**config.mk**
```make
export PLATFORM = sky130hd
export DESIGN_NAME = stdout_uart
export DESIGN_NICKNAME = d
export VERILOG_FILES = /design/src/rtl/stdout_uart.sv
export SDC_FILE = /design/constraint.sdc
export NUM_CORES = 1
export LEC_CHECK = 0
export BUFFER_PORTS_ARGS = -buffer_cell sky130_fd_sc_hd__buf_2
export CAP_MARGIN = 20
export CORE_ASPECT_RATIO = 2
export CORE_MARGIN = 2
export CORE_UTILIZATION = 50
export DETAILED_ROUTE_END_ITERATION = 12
export PLACE_DENSITY = 0.76
export REMOVE_ABC_BUFFERS = 1
export SETUP_SLACK_MARGIN = 0.4
export SYNTH_ARGS = -nofsm -noshare
export SYNTH_HDL_FRONTEND = slang
export SYNTH_SLANG_ARGS = --single-unit
export TNS_END_PERCENT = 20
```
**constraint.sdc**
```tcl
create_clock -name i_clk -period 2.7 [get_ports i_clk]
set_input_delay 0.135 -clock i_clk [delete_from_list [all_inputs] [get_ports i_clk]]
set_output_delay 0.135 -clock i_clk [all_outputs]
set_load 0.02 [all_outputs]
```
**src/rtl/stdout_uart.sv**
```systemverilog
// Memory-mapped console transmitter: CPU stores are queued in a small FIFO
// and sent as 8N1 UART frames; a status register exposes empty/full/active/overflow.
module stdout_uart #(
    parameter int          FIFO_DEPTH = 8,
    parameter int          BAUD_DIV   = 868,
    parameter logic [23:0] ADDR_DATA  = 24'hFFFFFE,
    parameter logic [23:0] ADDR_STAT  = 24'hFFFFFD
) (
    input  logic        i_clk,
    input  logic        i_rstb,
    input  logic        i_clk_en,
    input  logic [23:0] i_addr,
    input  logic [31:0] i_din,
    input  logic        i_wr,
    output logic        o_sel,
    output logic [31:0] o_dout,
    output logic        o_txd,
    output logic        o_busy
);

    localparam int PTR_W  = $clog2(FIFO_DEPTH);
    localparam int CNT_W  = $clog2(FIFO_DEPTH + 1);
    localparam int BAUD_W = $clog2(BAUD_DIV);
    localparam logic [BAUD_W-1:0] BAUD_LOAD = BAUD_W'(BAUD_DIV - 1);
    localparam logic [CNT_W-1:0]  DEPTH_C   = CNT_W'(FIFO_DEPTH);

    typedef enum logic [1:0] {
        IDLE,
        START,
        DATA,
        STOP
    } tx_state_t;

    logic [7:0]        mem [FIFO_DEPTH];
    logic [PTR_W-1:0]  wr_ptr;
    logic [PTR_W-1:0]  rd_ptr;
    logic [CNT_W-1:0]  count;
    logic              empty;
    logic              full;
    logic              push_req;
    logic              push;
    logic              pop;
    logic              clr;
    logic              ovf_q;

    tx_state_t         state_q;
    tx_state_t         state_d;
    logic [BAUD_W-1:0] baud_q;
    logic [BAUD_W-1:0] baud_d;
    logic [2:0]        bit_q;
    logic [2:0]        bit_d;
    logic [7:0]        shift_q;
    logic [7:0]        shift_d;
    logic              txd_q;
    logic              txd_d;

    assign empty    = (count == '0);
    assign full     = (count == DEPTH_C);
    assign push_req = i_clk_en & i_wr & (i_addr == ADDR_DATA);
    // A pop in the same cycle frees a slot, so a store into a full FIFO still lands
    assign push     = push_req & (~full | pop);
    assign clr      = i_clk_en & i_wr & (i_addr == ADDR_STAT) & i_din[3];

    always_ff @(posedge i_clk) begin
        if (push) begin
            mem[wr_ptr] <= i_din[7:0];
        end
    end

    always_ff @(posedge i_clk or negedge i_rstb) begin
        if (!i_rstb) begin
            wr_ptr <= '0;
            rd_ptr <= '0;
            count  <= '0;
        end else begin
            if (push) begin
                wr_ptr <= wr_ptr + 1'b1;
            end
            if (pop) begin
                rd_ptr <= rd_ptr + 1'b1;
            end
            case ({push, pop})
                2'b10:   count <= count + 1'b1;
                2'b01:   count <= count - 1'b1;
                default: count <= count;
            endcase
        end
    end

    always_ff @(posedge i_clk or negedge i_rstb) begin
        if (!i_rstb) begin
            ovf_q <= 1'b0;
        end else if (push_req & full & ~pop) begin
            ovf_q <= 1'b1;
        end else if (clr) begin
            ovf_q <= 1'b0;
        end
    end

    // txd_d is the line level for the next cycle, so o_txd comes straight off a flop
    always_comb begin
        state_d = state_q;
        baud_d  = baud_q;
        bit_d   = bit_q;
        shift_d = shift_q;
        txd_d   = txd_q;
        pop     = 1'b0;
        if (i_clk_en) begin
            case (state_q)
                IDLE: begin
                    txd_d = 1'b1;
                    if (!empty) begin
                        pop     = 1'b1;
                        shift_d = mem[rd_ptr];
                        baud_d  = BAUD_LOAD;
                        state_d = START;
                        txd_d   = 1'b0;
                    end
                end
                START: begin
                    if (baud_q == '0) begin
                        state_d = DATA;
                        bit_d   = 3'd0;
                        baud_d  = BAUD_LOAD;
                        txd_d   = shift_q[0];
                    end else begin
                        baud_d = baud_q - 1'b1;
                    end
                end
                DATA: begin
                    if (baud_q == '0) begin
                        baud_d  = BAUD_LOAD;
                        shift_d = {1'b0, shift_q[7:1]};
                        if (bit_q == 3'd7) begin
                            state_d = STOP;
                            txd_d   = 1'b1;
                        end else begin
                            bit_d = bit_q + 3'd1;
                            txd_d = shift_q[1];
                        end
                    end else begin
                        baud_d = baud_q - 1'b1;
                    end
                end
                STOP: begin
                    if (baud_q == '0) begin
                        if (!empty) begin
                            pop     = 1'b1;
                            shift_d = mem[rd_ptr];
                            baud_d  = BAUD_LOAD;
                            state_d = START;
                            txd_d   = 1'b0;
                        end else begin
                            state_d = IDLE;
                            txd_d   = 1'b1;
                        end
                    end else begin
                        baud_d = baud_q - 1'b1;
                    end
                end
                default: begin
                    state_d = IDLE;
                    txd_d   = 1'b1;
                end
            endcase
        end
    end

    always_ff @(posedge i_clk or negedge i_rstb) begin
        if (!i_rstb) begin
            state_q <= IDLE;
            baud_q  <= '0;
            bit_q   <= 3'd0;
            shift_q <= 8'd0;
            txd_q   <= 1'b1;
        end else begin
            state_q <= state_d;
            baud_q  <= baud_d;
            bit_q   <= bit_d;
            shift_q <= shift_d;
            txd_q   <= txd_d;
        end
    end

    assign o_sel  = (i_addr == ADDR_DATA) | (i_addr == ADDR_STAT);
    assign o_dout = (i_addr == ADDR_STAT) ?
                    {28'd0, ovf_q, (state_q != IDLE), full, empty} : 32'd0;
    assign o_txd  = txd_q;
    assign o_busy = ~empty | (state_q != IDLE);

endmodule

```
# [Yosys cells after proc, flatten, opt, wreduce, memory -nomap -nowiden]
# Memories as Yosys holds them, arrays and structs flattened.
# Index checks and enable logic that the tools add are counted.
[op_classes] addsub=6 eq_ne=15 n_mux=35 bitwise=13 reduce_logical=13
[op_table] operator="$eq A24 B24 Y1 const B" count=2
[op_table] operator="$mux W10" count=3
[op_table] operator="$pmux W10 S3" count=1
[op_table] operator="$mux W8" count=3
[op_table] operator="$pmux W8 S3" count=1
[op_table] operator="$mux W1" count=13
[op_table] operator="$ne A2 B2 Y1 const B" count=6
[op_table] operator="$logic_not A10 Y1" count=1
[op_table] operator="$mux W2" count=5
[op_table] operator="$sub A10 B1 Y10 const B" count=1
[op_table] operator="$add A3 B1 Y3 const B" count=3
[op_table] operator="$mux W3" count=3
[op_table] operator="$pmux W2 S4" count=1
[op_table] operator="$pmux W4 S2" count=1
[op_table] operator="$reduce_and A4 Y1" count=2
[op_table] operator="$reduce_bool A2 Y1" count=4
[op_table] operator="$and A1 B1 Y1" count=7
[op_table] operator="$eq A2 B2 Y1 const B" count=3
[op_table] operator="$pmux W3 S2" count=1
[op_table] operator="$reduce_and A6 Y1" count=1
[op_table] operator="$reduce_and A5 Y1" count=1
[op_table] operator="$add A4 B1 Y4 const B" count=1
[op_table] operator="$eq A2 B1 Y1 const B" count=2
[op_table] operator="$eq A4 B4 Y1 const B" count=1
[op_table] operator="11 further kinds" count=15
[totals] register_bits=35 ram_bits=64 in_bits=60 out_inout_bits=35 elab_cells=92 memories=1
[memory_table] memory="mem" depth=8 word_bits=8 rd=1 rd_clocked_by_memory_dff=0 wr=1 line="34" rtl="logic [7:0] mem [FIFO_DEPTH];"

# [Longest topological paths before layout]
# Gate-level depths: netlist of the first run.
[logic_depth] depth_word=9 ltp_mapped=14 depth_no_buf=14

# [Least setup slack after synthesis of the first run]
# OpenSTA, ideal clock, no wires.
[synth_path] path_kind="reg-to-reg" start="reg baud_q[0]" end="mem mem[2][0], enable pin" setup_ps=395 arrival_ps=2468 required_ps=2305 path_slack_ps=-163 path_stages_with_launch=8 synth_period_minus_slack_ps=2863 cell_sequence="dfrtp_1 -> inv_1 -> ha_1 -> nor2b_1 -> a41o_1 -> a21oi_1 -> nor2_1 -> nor4bb_1"
[synth_between] elab_chain_len=8
[synth_rtl] element="start: declaration" line="48" rtl="logic [BAUD_W-1:0] baud_q;"
[synth_rtl] element="start signal: assignment" line="178" rtl="baud_q <= baud_d;"
[synth_rtl] element="$logic_not A10 Y1" line="146" rtl="if (baud_q == '0) begin"
[synth_rtl] element="$mux W1" line="146"
[synth_rtl] element="$pmux W1 S2" line="109" rtl="case (state_q)"
[synth_rtl] element="$mux W1" line="108" rtl="if (i_clk_en) begin"
[synth_rtl] element="$or A1 B1 Y1" line="61" rtl="assign push = push_req & (~full | pop);"
[synth_rtl] element="$and A1 B1 Y1" line="61"
[synth_rtl] element="$mux W1" line="65" rtl="if (push) begin"
[synth_rtl] element="$mux W1 (not written as such)" line="66" rtl="mem[wr_ptr] <= i_din[7:0];"
[synth_rtl] element="end: declaration" line="34"
# Every way passes these cells.

# [Worst setup path after layout of the first run]
[layout_path] start="reg baud_q[8]" end="reg count[2]"
[layout_between] elab_chain_len=8 elab_cells_between_ends=10
[layout_rtl] element="$logic_not A10 Y1 *" line="146"
[layout_rtl] element="$mux W1 *" line="146"
[layout_rtl] element="$pmux W1 S2 *" line="109"
[layout_rtl] element="$mux W1 *" line="108"
[layout_rtl] element="$or A1 B1 Y1" line="61"
[layout_rtl] element="$and A1 B1 Y1" line="61"
[layout_rtl] element="$eq A2 B1 Y1 / $eq A2 B2 Y1 (equally long branches)" line="82" rtl="case ({push, pop})"
[layout_rtl] element="$pmux W4 S2 / $reduce_bool A2 Y1 (equally long branches)"
[layout_rtl] element="end signal: assignment" line="83" rtl="2'b10: count <= count + 1'b1;"
[layout_rtl] element="end signal: assignment" line="84" rtl="2'b01: count <= count - 1'b1;"
[layout_rtl] element="end signal: assignment" line="85" rtl="default: count <= count;"
[layout_rtl] element="end: declaration" line="37" rtl="logic [CNT_W-1:0] count;"
# Every way passes the cells marked *; elsewhere a longest branch is shown, timed or not.
# A chain may end at the register's enable or synchronous reset.

==> results of run 1 <==
==> where the power goes <==
part	internal [µW]	total (µW)	switching [µW]	leakage (µW)
Combinational	97.4	234	136	0.00117
Sequential	1640	1680	38.4	0.00101
Clock	646	1240	590	0.000139
Total	2390	3150	765	0.00233
==> worst reg2reg max path, cell delays in order, from the launching register on <==
cell	delay (ns)
sky130_fd_sc_hd__dfrtp_1	0.42
sky130_fd_sc_hd__nor4_4	0.29
sky130_fd_sc_hd__a41o_1	0.25
sky130_fd_sc_hd__a21oi_2	0.08
sky130_fd_sc_hd__nor2_2	0.13
sky130_fd_sc_hd__inv_2	0.07
sky130_fd_sc_hd__ha_4	0.17
sky130_fd_sc_hd__xor2_2	0.14
sky130_fd_sc_hd__ha_2	0.18
sky130_fd_sc_hd__a21oi_2	0.11
sky130_fd_sc_hd__xor2_1	0.16
sky130_fd_sc_hd__nor2_1	0.08
sky130_fd_sc_hd__xor2_1	0.14
==> cell usage in the layout (no fill, tap or decap), types with 3 or more instances in the layout <==
cell and n:
sky130_fd_sc_hd__nor2_1 20, sky130_fd_sc_hd__nor2_2 3, sky130_fd_sc_hd__inv_2 5, sky130_fd_sc_hd__mux2i_1 7
sky130_fd_sc_hd__nand4_1 9, sky130_fd_sc_hd__a21oi_1 13, sky130_fd_sc_hd__nand2_1 27, sky130_fd_sc_hd__o22a_1 5
sky130_fd_sc_hd__nor3_1 5, sky130_fd_sc_hd__xor2_1 6, sky130_fd_sc_hd__edfxtp_1 64, sky130_fd_sc_hd__clkbuf_16 9
sky130_fd_sc_hd__nand3_1 7, sky130_fd_sc_hd__buf_2 42, sky130_fd_sc_hd__dfrtp_1 32, sky130_fd_sc_hd__and4b_1 3
sky130_fd_sc_hd__o21ai_0 24, sky130_fd_sc_hd__xnor2_1 3, sky130_fd_sc_hd__nor2b_1 3, sky130_fd_sc_hd__mux4_2 16
sky130_fd_sc_hd__ha_4 3, sky130_fd_sc_hd__o211ai_1 4, sky130_fd_sc_hd__mux2_2 11, sky130_fd_sc_hd__buf_4 37
sky130_fd_sc_hd__inv_6 4, sky130_fd_sc_hd__conb_1 28, sky130_fd_sc_hd__nor4_1 4, sky130_fd_sc_hd__ha_1 9
sky130_fd_sc_hd__inv_1 5
==> layer usage <==
metal	global-route usage (%)	vias to the layer above	part of all wire [%]	wire length (µm)
li1	-	1515	-	-
met1	22.4	1613	38	3720
met2	37.0	56	58	5710
met3	2.86	19	2.0	200
met4	9.95	0	3.0	295
met5	0	-	0	0
==> stage by stage <==
| stage | hold slack, ns | instance area, µm² |
|---|---|---|
| floorplan | -0.161 | 4730 |
| CTS | 0.0446 | 5760 |
| global placement | 0.265 | 5310 |
| global route | 0.0593 | 5820 |
| finish | 0.0456 | 5820 |
| detailed placement | 0.277 | 5310 |
==> flip-flops by register name (all words and copies together) (netlist names) <==
signal / flops
o_txd: 1
wr_ptr: 3
baud_q: 10
shift_q: 8
ovf_q: 1
count: 4
state_q: 2
rd_ptr: 3
mem: 64
bit_q: 3
==> cell type report <==
class,instances,area (µm²),share of cell area [%]
Timing Repair Buffer,81,509,8.75
Clock inverter,7,62.6,1.08
Clock buffer,9,225,3.87
Multi-Input combinational cell,251,2020,34.7
Inverter,10,37.5,0.645
Tap cell,132,165,2.84
Sequential cell,99,2800,48.2
==> worst paths after layout <==
path / endpoint / slack, ns / depth (start not counted)
setup / recovery: count[2] / 0.35 / 12
setup reg to reg: count[2] / 0.35 / 12
hold reg to reg: o_txd / 0.48 / 2
min in group asynchronous: baud_q[6] / 0.41 / 2
max in group asynchronous: baud_q[5] / 1.73 / 2
hold / removal: mem[4][5] / 0.05 / 1
==> timing repair <==
| action | CTS | global route |
|---|---|---|
| hold buffers | 1 | 0 |
| setup endpoints to repair | 16 | 27 |
| pin swaps | 7 | 8 |
| setup buffers | 11 | 2 |
| endpoints found under the hold margin | 34 | 0 |
| resized for setup | 20 | 9 |
==> cell families after synthesis <==
family / Yosys count
adders and majority gates: 14
muxes: 34
buffers and inverters: 53
AOI/OAI and AO/OA: 64
DFF: 99
xor gates and xnor gates: 10
other: 1
and+or+nand+nor: 101
==> results.toml, run 1 <==
[synthesis]
async_flop_share_pct = 35.4
post_synth_instance_area_um2 = 4900
synth_simple_gate_area_share_pct = 11.7
synth_adder_area_share_pct = 3.57
synth_commonest_cells = "64 x sky130_fd_sc_hd__edfxtp_1, 34 x sky130_fd_sc_hd__dfrtp_1, 29 x sky130_fd_sc_hd__buf_4, 27 x sky130_fd_sc_hd__nand2_1, 24 x sky130_fd_sc_hd__o21ai_0"
ys_warn_count = 0
proportion_of_synthesized_area_in_mux_cells_pct = 11.3
largest_family_of_logic_cells_by_synthesized_area = "simple AND/OR/NAND/NOR gates"
ys_dominant_reg_cell = "sky130_fd_sc_hd__edfxtp_1"
synth_seq_area_share_pct = 57.1
ys_ff_latch = 99
synthXorXnorAreaFrac_pct = 1.79
number_of_enable_type_register_cells_in_the_synthesized_netlist = 64
post-synth-top-area-cell = "sky130_fd_sc_hd__edfxtp_1"
post-synth-top-count-cell = "sky130_fd_sc_hd__edfxtp_1"
synth.area.top_cells = "sky130_fd_sc_hd__edfxtp_1 39%, sky130_fd_sc_hd__dfrtp_1 17%, sky130_fd_sc_hd__mux4_2 7.4%"
synth-compound-area-share_pct = 8.07
synth_cell_types = 54
post_synth.cell_area_avg_um2 = 13.0
synthCells = 376
synth_top_area_share_pct = 39.2

[floorplanning]
die_h_um = 144
fp.dieW_um = 74.0
floorplan.core_area_um2 = 9640
floorplan.die_area_um2 = 10700
io-pin-count = 95
floorplan.initialDensity_pct = 50.9
rows = 51

[grt]
antenna_found_initial = 0
maximum_number_of_pins_on_one_net_before_global_route_repair = 36
globalRouteOverflowTotal = 0
grt_use_total_pct = 20.3
grt_pass1_vias = 3276
grt_pass1_wl_um = 16000

[setup_path]
cp_slowest_stage_delay_ns = 0.42
arrival_ns = 2.58
critical-path-slowest-cell = "sky130_fd_sc_hd__dfrtp_1"
critical_path_class = "register to register"
crit_required_ns = 2.93
crit_path_start_kind = "register"
worst-path-max-fanout = 3
r2r_start = "baud_q[8]"
cp-startpoint = "baud_q[8]"
critPathBufInv = 1
path_delay_family = "simple AND/OR/NAND/NOR gates"
cp_cell_instances = "nor4_4, a41o_1, a21oi_2, nor2_2, inv_2, ha_4, xor2_2, ha_2, a21oi_2, xor2_1, nor2_1, xor2_1"
critical_path_sink_type = "register"

[sta]
timing_worst_slew_pin_value_ns = 0.820
achievable-frequency_mhz = 426
final-setup-viol-count = 0
finalSetupTns_ns = 0
finalClockSkew_ns = 0.0132
finalMaxSlewViolations = 0
rsz0062_at_grt = "true"
postLayoutSetupSlackWorst_ns = 0.354
max_slew_margin_pct = 45.4
timing.final.crit_period_ns = 2.35
fraction_of_the_cycle_the_final_worst_path_needs_pct = 86.9
final-hold-violation-count = 0

[placement]
routabilityCongestion = 0.947
placement.io_buffers = 42
detailedPlacementHpwl_um = 6950
placement.setup.worst_slack_ns = 0.0571
dp.cells = 559

[min_path]
min-delay-path-class = "input port to register"
timing.hold.worst.start = "i_din[5]"

[layout]
final_layout_size_suffix_gt1_share_pct = 33.5
antenna_cells_inserted = 0
final_core_util_pct = 60.4
num-nets-final = 526
area_delta_synth_final_pct = 18.7
instances_no_fill = 589
final.fill_count = 771

[detailed_routing]
final_antenna_net_count = 0
routedWlPerCell_um = 16.9
drt_pass1_iterations = 6
finalWirelength_um = 9930
detailroute.via_count = 3203
detail_route.iter0.violations = 217
post-route-drc-count = 0
number_of_vias_per_cell_after_detailed_routing = 5.44

[cts]
clock_insertion_delay_worst_skew_ns = 0.35
clock-root-buffer = "sky130_fd_sc_hd__clkbuf_16"
cts_max_path_buffers = 2
htreeDepth = 3
cts_tree = "built"
numClockSinks = 99
cts-buffers-inserted = 9
clk_transition_reported_paths_ns = 0.08

[run_status]
status = "finished, final reports clean"

[pwr]
leakagePower_uw = 0.00233
ir_worst_vdd_mv = 0.476
post-layout-total-power_uw = 3150
power-per-cell-area_nw_per_um2 = 541

[run]
max_cap_viol_count = 0
Note: power is estimated with default switching activity, not from simulation.
==> run 2, diff against run 1 <==
--- a/config.mk
+++ b/config.mk
@@ -5,13 +5,14 @@
 export SDC_FILE = /design/constraint.sdc
 export NUM_CORES = 1
 export LEC_CHECK = 0
+export ABC_AREA = 1
 export BUFFER_PORTS_ARGS = -buffer_cell sky130_fd_sc_hd__buf_2
 export CAP_MARGIN = 20
 export CORE_ASPECT_RATIO = 2
 export CORE_MARGIN = 2
-export CORE_UTILIZATION = 50
+export CORE_UTILIZATION = 51
 export DETAILED_ROUTE_END_ITERATION = 12
-export PLACE_DENSITY = 0.76
+export PLACE_DENSITY = 0.77
 export REMOVE_ABC_BUFFERS = 1
 export SETUP_SLACK_MARGIN = 0.4
 export SYNTH_ARGS = -nofsm -noshare
==> results.toml, run 2 <==
[floorplanning]
die_h_um = 148
floorplan.core_area_um2 = 10100
rows = 52
floorplan.initialDensity_pct = 52.2
fp.dieW_um = 75.9
floorplan.die_area_um2 = 11200
io-pin-count = 95

[sta]
finalMaxSlewViolations = 0
timing_worst_slew_pin_value_ns = 0.889
fraction_of_the_cycle_the_final_worst_path_needs_pct = 86.5
timing.final.crit_period_ns = 2.34
achievable-frequency_mhz = 428
final-setup-viol-count = 0
final-hold-violation-count = 0
rsz0062_at_grt = "true"
finalClockSkew_ns = 0.00859
max_slew_margin_pct = 40.7
postLayoutSetupSlackWorst_ns = 0.364
finalSetupTns_ns = 0

[setup_path]
crit_path_start_kind = "register"
timing.reg2reg.worst_path_depth = 19
setup_slack_on_the_worst_flop_to_flop_path_ns = 0.36
crit_required_ns = 2.97
critical_path_class = "register to register"
arrival_ns = 2.61
worst-path-max-fanout = 3
r2r_start = "baud_q[0]"
worstReg2RegEnd = "count[2]"
critical_path_sink_type = "register"

[min_path]
worstHoldPathCells = 1
worstHoldEndpoint = "mem[0][4]"
timing.hold.worst.start = "i_din[4]"
min-delay-path-class = "input port to register"

[synthesis]
post-synth-top-area-cell = "sky130_fd_sc_hd__edfxtp_1"
synth_top_area_share_pct = 36.5
ys_ff_latch = 99
largest_family_of_logic_cells_by_synthesized_area = "simple AND/OR/NAND/NOR gates"
number_of_enable_type_register_cells_in_the_synthesized_netlist = 64
async_flop_share_pct = 35.4
synthXorXnorAreaFrac_pct = 1.16
proportion_of_synthesized_area_in_mux_cells_pct = 0
post_synth.cell_area_avg_um2 = 9.10
synth_simple_gate_area_share_pct = 25.2
synth_seq_area_share_pct = 53.1
post-synth-top-count-cell = "sky130_fd_sc_hd__nand2_1"
ys_dominant_reg_cell = "sky130_fd_sc_hd__edfxtp_1"
synth_adder_area_share_pct = 3.33
ys_warn_count = 0
synthCells = 579
synth.area.top_cells = "sky130_fd_sc_hd__edfxtp_1 36%, sky130_fd_sc_hd__dfrtp_1 16%, sky130_fd_sc_hd__nand2_1 8.5%"
post_synth_instance_area_um2 = 5270
synth_commonest_cells = "119 x sky130_fd_sc_hd__nand2_1, 100 x sky130_fd_sc_hd__nor2_1, 64 x sky130_fd_sc_hd__edfxtp_1, 42 x sky130_fd_sc_hd__o21ai_0, 40 x sky130_fd_sc_hd__inv_1"
synth-compound-area-share_pct = 8.55
synth_cell_types = 44

[layout]
max_flop_register = "mem"
final_core_util_pct = 60.4
layout_commonest_cell = "sky130_fd_sc_hd__nand2_1"
num-nets-final = 717
largestRegisters = "mem: 64 flops, baud_q: 10 flops, shift_q: 8 flops"
largest_register_ffs = 64
instances_no_fill = 783
mostFrequentLayoutCells = "117 x sky130_fd_sc_hd__nand2_1, 94 x sky130_fd_sc_hd__nor2_1, 64 x sky130_fd_sc_hd__edfxtp_1"
final.fill_count = 833
final_layout_size_suffix_gt1_share_pct = 20.2
area_delta_synth_final_pct = 15.6
antenna_cells_inserted = 0

[grt]
globalRouteOverflowTotal = 0
grt_pass1_vias = 4083
grt_use_total_pct = 23.6
antenna_found_initial = 0
grt_pass1_wl_um = 19800
maximum_number_of_pins_on_one_net_before_global_route_repair = 36

[detailed_routing]
routedWlPerCell_um = 15.9
number_of_vias_per_cell_after_detailed_routing = 5.36
finalWirelength_um = 12400
final_antenna_net_count = 0
detailroute.via_count = 4195
detail_route.iter0.violations = 284
drt_pass1_iterations = 5
post-route-drc-count = 0

[run]
max_cap_viol_count = 0

[cts]
cts-buffers-inserted = 9
clock-root-buffer = "sky130_fd_sc_hd__clkbuf_16"
cts_max_path_buffers = 2
clk_transition_reported_paths_ns = 0.07
numClockSinks = 99
cts_tree = "built"
htreeDepth = 3
clock_insertion_delay_worst_skew_ns = 0.34

[pwr]
power-per-cell-area_nw_per_um2 = 948
leakagePower_uw = 0.00263
ir_worst_vdd_mv = 0.713

[run_status]
status = "finished, final reports clean"

[placement]
dp.cells = 757
placement.io_buffers = 42
routabilityCongestion = 0.939
detailedPlacementHpwl_um = 8630
placement.setup.worst_slack_ns = 0.0322
## run 2: routing by layer
metal | part of all wire [%] | global-route usage [%] | vias to the layer above | wire [µm]
met2 | 57 | 42.5 | 138 | 7120
li1 | - | - | 2008 | -
met1 | 36 | 25.7 | 2016 | 4420
met3 | 4.0 | 4.36 | 33 | 494
met4 | 3.1 | 9.74 | 0 | 382
met5 | 0 | 0 | - | 0
## run 2: per-stage QoR
step | area (µm²) | power, µW | hold WS [ns]
detailed placement | 5600 | 4210 | 0.273
floorplan | 5090 | 3560 | -0.161
finish | 6090 | 5770 | 0.0553
global route | 6090 | 6150 | 0.0519
CTS | 6000 | 5590 | 0.0475
global placement | 5600 | 4110 | 0.266
## run 2: worst max-delay path by stage
stage          slack, ns       end  depth (start not counted)  startpoint
6_report            0.36  count[2]                         19   baud_q[0]
5_1_grt             0.23  count[3]                         20   baud_q[0]
4_1_cts             0.34  count[3]                         20   baud_q[1]
3_5_place_dp        0.03  count[2]                         19   baud_q[0]
3_3_place_gp        0.16  count[2]                         19   baud_q[0]
2_1_floorplan       0.06  count[2]                         19   baud_q[0]
## run 2: final cells by class
type                       instances  area (µm²)  share of cell area [%]
clock buffer                       9         225                    3.70
clock inverter                     7        70.1                    1.15
inverter                          45         174                    2.86
multi-input combinational        419        2230                    36.6
sequential                        99        2800                    46.0
tap                              135         169                    2.77
timing repair buffer              69         423                    6.95
## run 2: cells by family (layout without fill, tap and decap cells)
kind of cell,Yosys count,count (layout)
simple gates,292,292
fa+ha+maj,14,14
other cells,1,28
flops,99,99
xor+xnor,7,7
buf+inv,88,130
compound gates,78,78
## run 2: where the power goes
group | internal [µW] | switching (µW)
Combinational | 883 | 1600
Sequential | 1810 | 229
Clock | 651 | 603
## run 2: what timing repair did
item / in CTS / in global routing
gates resized for setup: 17 / 18
buffers inserted: 6 / 3
setup endpoints to repair: 3 / 12
hold buffers: 1 / 0
endpoints found under the hold margin: 34 / 0
pin swaps: 10 / 8
## run 2: critical path, stage by stage, from the launching register on
cell and delay (ns):
sky130_fd_sc_hd__dfrtp_1 0.39, sky130_fd_sc_hd__inv_2 0.09, sky130_fd_sc_hd__ha_4 0.15, sky130_fd_sc_hd__inv_4 0.04, sky130_fd_sc_hd__nor2_4 0.08, sky130_fd_sc_hd__nand3_2 0.09
sky130_fd_sc_hd__nor2_4 0.12, sky130_fd_sc_hd__nand2_4 0.06, sky130_fd_sc_hd__nand2_4 0.08, sky130_fd_sc_hd__nand2_8 0.07, sky130_fd_sc_hd__nand2_8 0.07, sky130_fd_sc_hd__nand2_4 0.05
sky130_fd_sc_hd__ha_4 0.18, sky130_fd_sc_hd__nand2_2 0.07, sky130_fd_sc_hd__inv_2 0.05, sky130_fd_sc_hd__nor2_4 0.10, sky130_fd_sc_hd__ha_2 0.19, sky130_fd_sc_hd__a21oi_2 0.04
sky130_fd_sc_hd__or2_4 0.24, sky130_fd_sc_hd__a21oi_2 0.12
==> run 3, diff against run 2 <==
--- a/config.mk
+++ b/config.mk
@@ -10,9 +10,9 @@
 export CAP_MARGIN = 20
 export CORE_ASPECT_RATIO = 2
 export CORE_MARGIN = 2
-export CORE_UTILIZATION = 51
+export CORE_UTILIZATION = 56
 export DETAILED_ROUTE_END_ITERATION = 12
-export PLACE_DENSITY = 0.77
+export PLACE_DENSITY = 0.8
 export REMOVE_ABC_BUFFERS = 1
 export SETUP_SLACK_MARGIN = 0.4
 export SYNTH_ARGS = -nofsm -noshare
==> constraint.sdc (replaced) <==
create_clock -name i_clk -period 2.2 [get_ports i_clk]
set_input_delay 0.11 -clock i_clk [delete_from_list [all_inputs] [get_ports i_clk]]
set_output_delay 0.11 -clock i_clk [all_outputs]
set_load 0.02 [all_outputs]
==> results.toml, run 3 (synthesized netlist as in run 2, its figures left out) <==
[run_status]
status = "complete, but fails checks"
violations = "setup timing"

[cts]
cts-buffers-inserted = 9
cts_tree = "built"
clock-root-buffer = "sky130_fd_sc_hd__clkbuf_16"
cts_max_path_buffers = 2
numClockSinks = 99
clock_insertion_delay_worst_skew_ns = 0.34
clk_transition_reported_paths_ns = 0.07
htreeDepth = 3

[setup_path]
setup_slack_on_the_worst_flop_to_flop_path_ns = -0.23
path_delay_family = "simple AND/OR/NAND/NOR gates"
crit_required_ns = 2.47
critical-path-slowest-cell = "sky130_fd_sc_hd__dfrtp_1"
critical_path_class = "register to register"
critPathBufInv = 3
worst-path-max-fanout = 3
arrival_ns = 2.69
cp-startpoint = "baud_q[0]"
cp_cell_instances = "inv_2, ha_4, inv_4, nor2_4, nand3_2, nor2_4, nand2_4, nand2_4, nand2_8, nand2_8, nand2_8, ha_4, nand2_2, inv_2, nor2_4, ha_4, a21oi_4, or2_4, a21oi_4"
crit_path_start_kind = "register"
cp_slowest_stage_delay_ns = 0.40
timing.reg2reg.worst_path_depth = 19
r2r_start = "baud_q[0]"
critical_path_sink_type = "register"
worstReg2RegEnd = "count[2]"

[sta]
final-setup-viol-count = 54
timing_worst_slew_pin_value_ns = 0.837
finalMaxSlewViolations = 0
finalSetupTns_ns = -1.12
finalClockSkew_ns = 0.00550
postLayoutSetupSlackWorst_ns = -0.225
rsz0062_at_grt = "true"
max_slew_margin_pct = 44.2
final-hold-violation-count = 0
fraction_of_the_cycle_the_final_worst_path_needs_pct = 110
timing.final.crit_period_ns = 2.43
achievable-frequency_mhz = 412

[pwr]
power-per-cell-area_nw_per_um2 = 1160
leakagePower_uw = 0.00284
ir_worst_vdd_mv = 0.771

[placement]
placement.setup.worst_slack_ns = -0.413
routabilityCongestion = 0.914
detailedPlacementHpwl_um = 8880
placement.io_buffers = 42

[min_path]
timing.hold.worst.start = "i_din[5]"
worstHoldPathCells = 1
min-delay-path-class = "input port to register"
worstHoldEndpoint = "mem[5][5]"

[detailed_routing]
number_of_vias_per_cell_after_detailed_routing = 5.46
drt_pass1_iterations = 5
post-route-drc-count = 0
routedWlPerCell_um = 16.4
detailroute.via_count = 4320
detail_route.iter0.violations = 292
finalWirelength_um = 12900
final_antenna_net_count = 0

[floorplanning]
fp.dieW_um = 72.6
floorplan.die_area_um2 = 10200
die_h_um = 141
io-pin-count = 95
rows = 50
floorplan.core_area_um2 = 9260
floorplan.initialDensity_pct = 56.9

[layout]
layout_commonest_cell = "sky130_fd_sc_hd__nand2_1"
area_delta_synth_final_pct = 24.8
antenna_cells_inserted = 0
final_layout_size_suffix_gt1_share_pct = 27.2
num-nets-final = 756
largest_register_ffs = 64
max_flop_register = "mem"
largestRegisters = "mem: 64 flops, baud_q: 10 flops, shift_q: 8 flops"
mostFrequentLayoutCells = "114 x sky130_fd_sc_hd__nand2_1, 84 x sky130_fd_sc_hd__nor2_1, 64 x sky130_fd_sc_hd__edfxtp_1"
final_core_util_pct = 71.0

[grt]
grt_pass1_vias = 4382
maximum_number_of_pins_on_one_net_before_global_route_repair = 36
grt_use_total_pct = 26.5
grt_pass1_wl_um = 20700
globalRouteOverflowTotal = 0
antenna_found_initial = 0

[run]
max_cap_viol_count = 0
==> run 3: changes by cell type in the layout (fill, tap and decap cells not counted), sizes merged <==
cell / previous run / this run
clkinvlp: 1 / 2
clkinv: 4 / 3
buf: 68 / 107
==> run 3: where the power goes <==
| part | switching [µW] | internal [µW] | total (µW) |
|---|---|---|---|
| registers | 155 | 2220 | 2370 |
| logic | 2230 | 1520 | 3750 |
| clock network | 725 | 784 | 1510 |
==> run 3: area by class of cell <==
class                           instances  area (µm²)
Inverter                               45         174
Fill cell                             668        2680
Timing Repair Buffer                  108         795
Clock inverter                          7        56.3
Sequential cell                        99        2800
Tap cell                              104         130
Multi-Input combinational cell        419        2400
Clock buffer                            9         225
==> run 3: stage by stage <==
step,power (µW),cell area (µm²),std cells,hold WS [ns]
2_1_floorplan,4370,5090,563,-0.186
3_3_place_gp,5380,5810,760,0.250
3_5_place_dp,5510,5810,760,0.261
4_1_cts,7390,6440,788,0.0242
5_1_grt,8140,6580,791,0.0329
6_report,7630,6580,791,0.0350
==> run 3: what timing repair did <==
item	4_1_cts	5_1_grt
hold endpoints to repair	34	0
setup endpoints to repair	81	97
hold buffers	1	0
setup buffers	11	3
pin swaps	20	30
gates resized for setup	66	25
==> run 3: worst max path at each step <==
| stage | to | slack [ns] | cells after the start |
|---|---|---|---|
| after detailed placement | count[2] | -0.41 | 19 |
| after global placement | count[2] | -0.21 | 19 |
| after CTS | count[3] | -0.16 | 20 |
| final | count[2] | -0.23 | 19 |
| after global routing | count[2] | -0.34 | 19 |
| after floorplan | count[2] | -0.44 | 19 |
==> run 3: layer usage <==
layer | vias to the layer above | GRT usage, % | wire length [µm]
li1 | 2082 | - | -
met1 | 2075 | 26.8 | 4400
met2 | 124 | 50.6 | 7670
met3 | 39 | 3.86 | 391
met4 | 0 | 13.0 | 476
met5 | - | 0 | 0
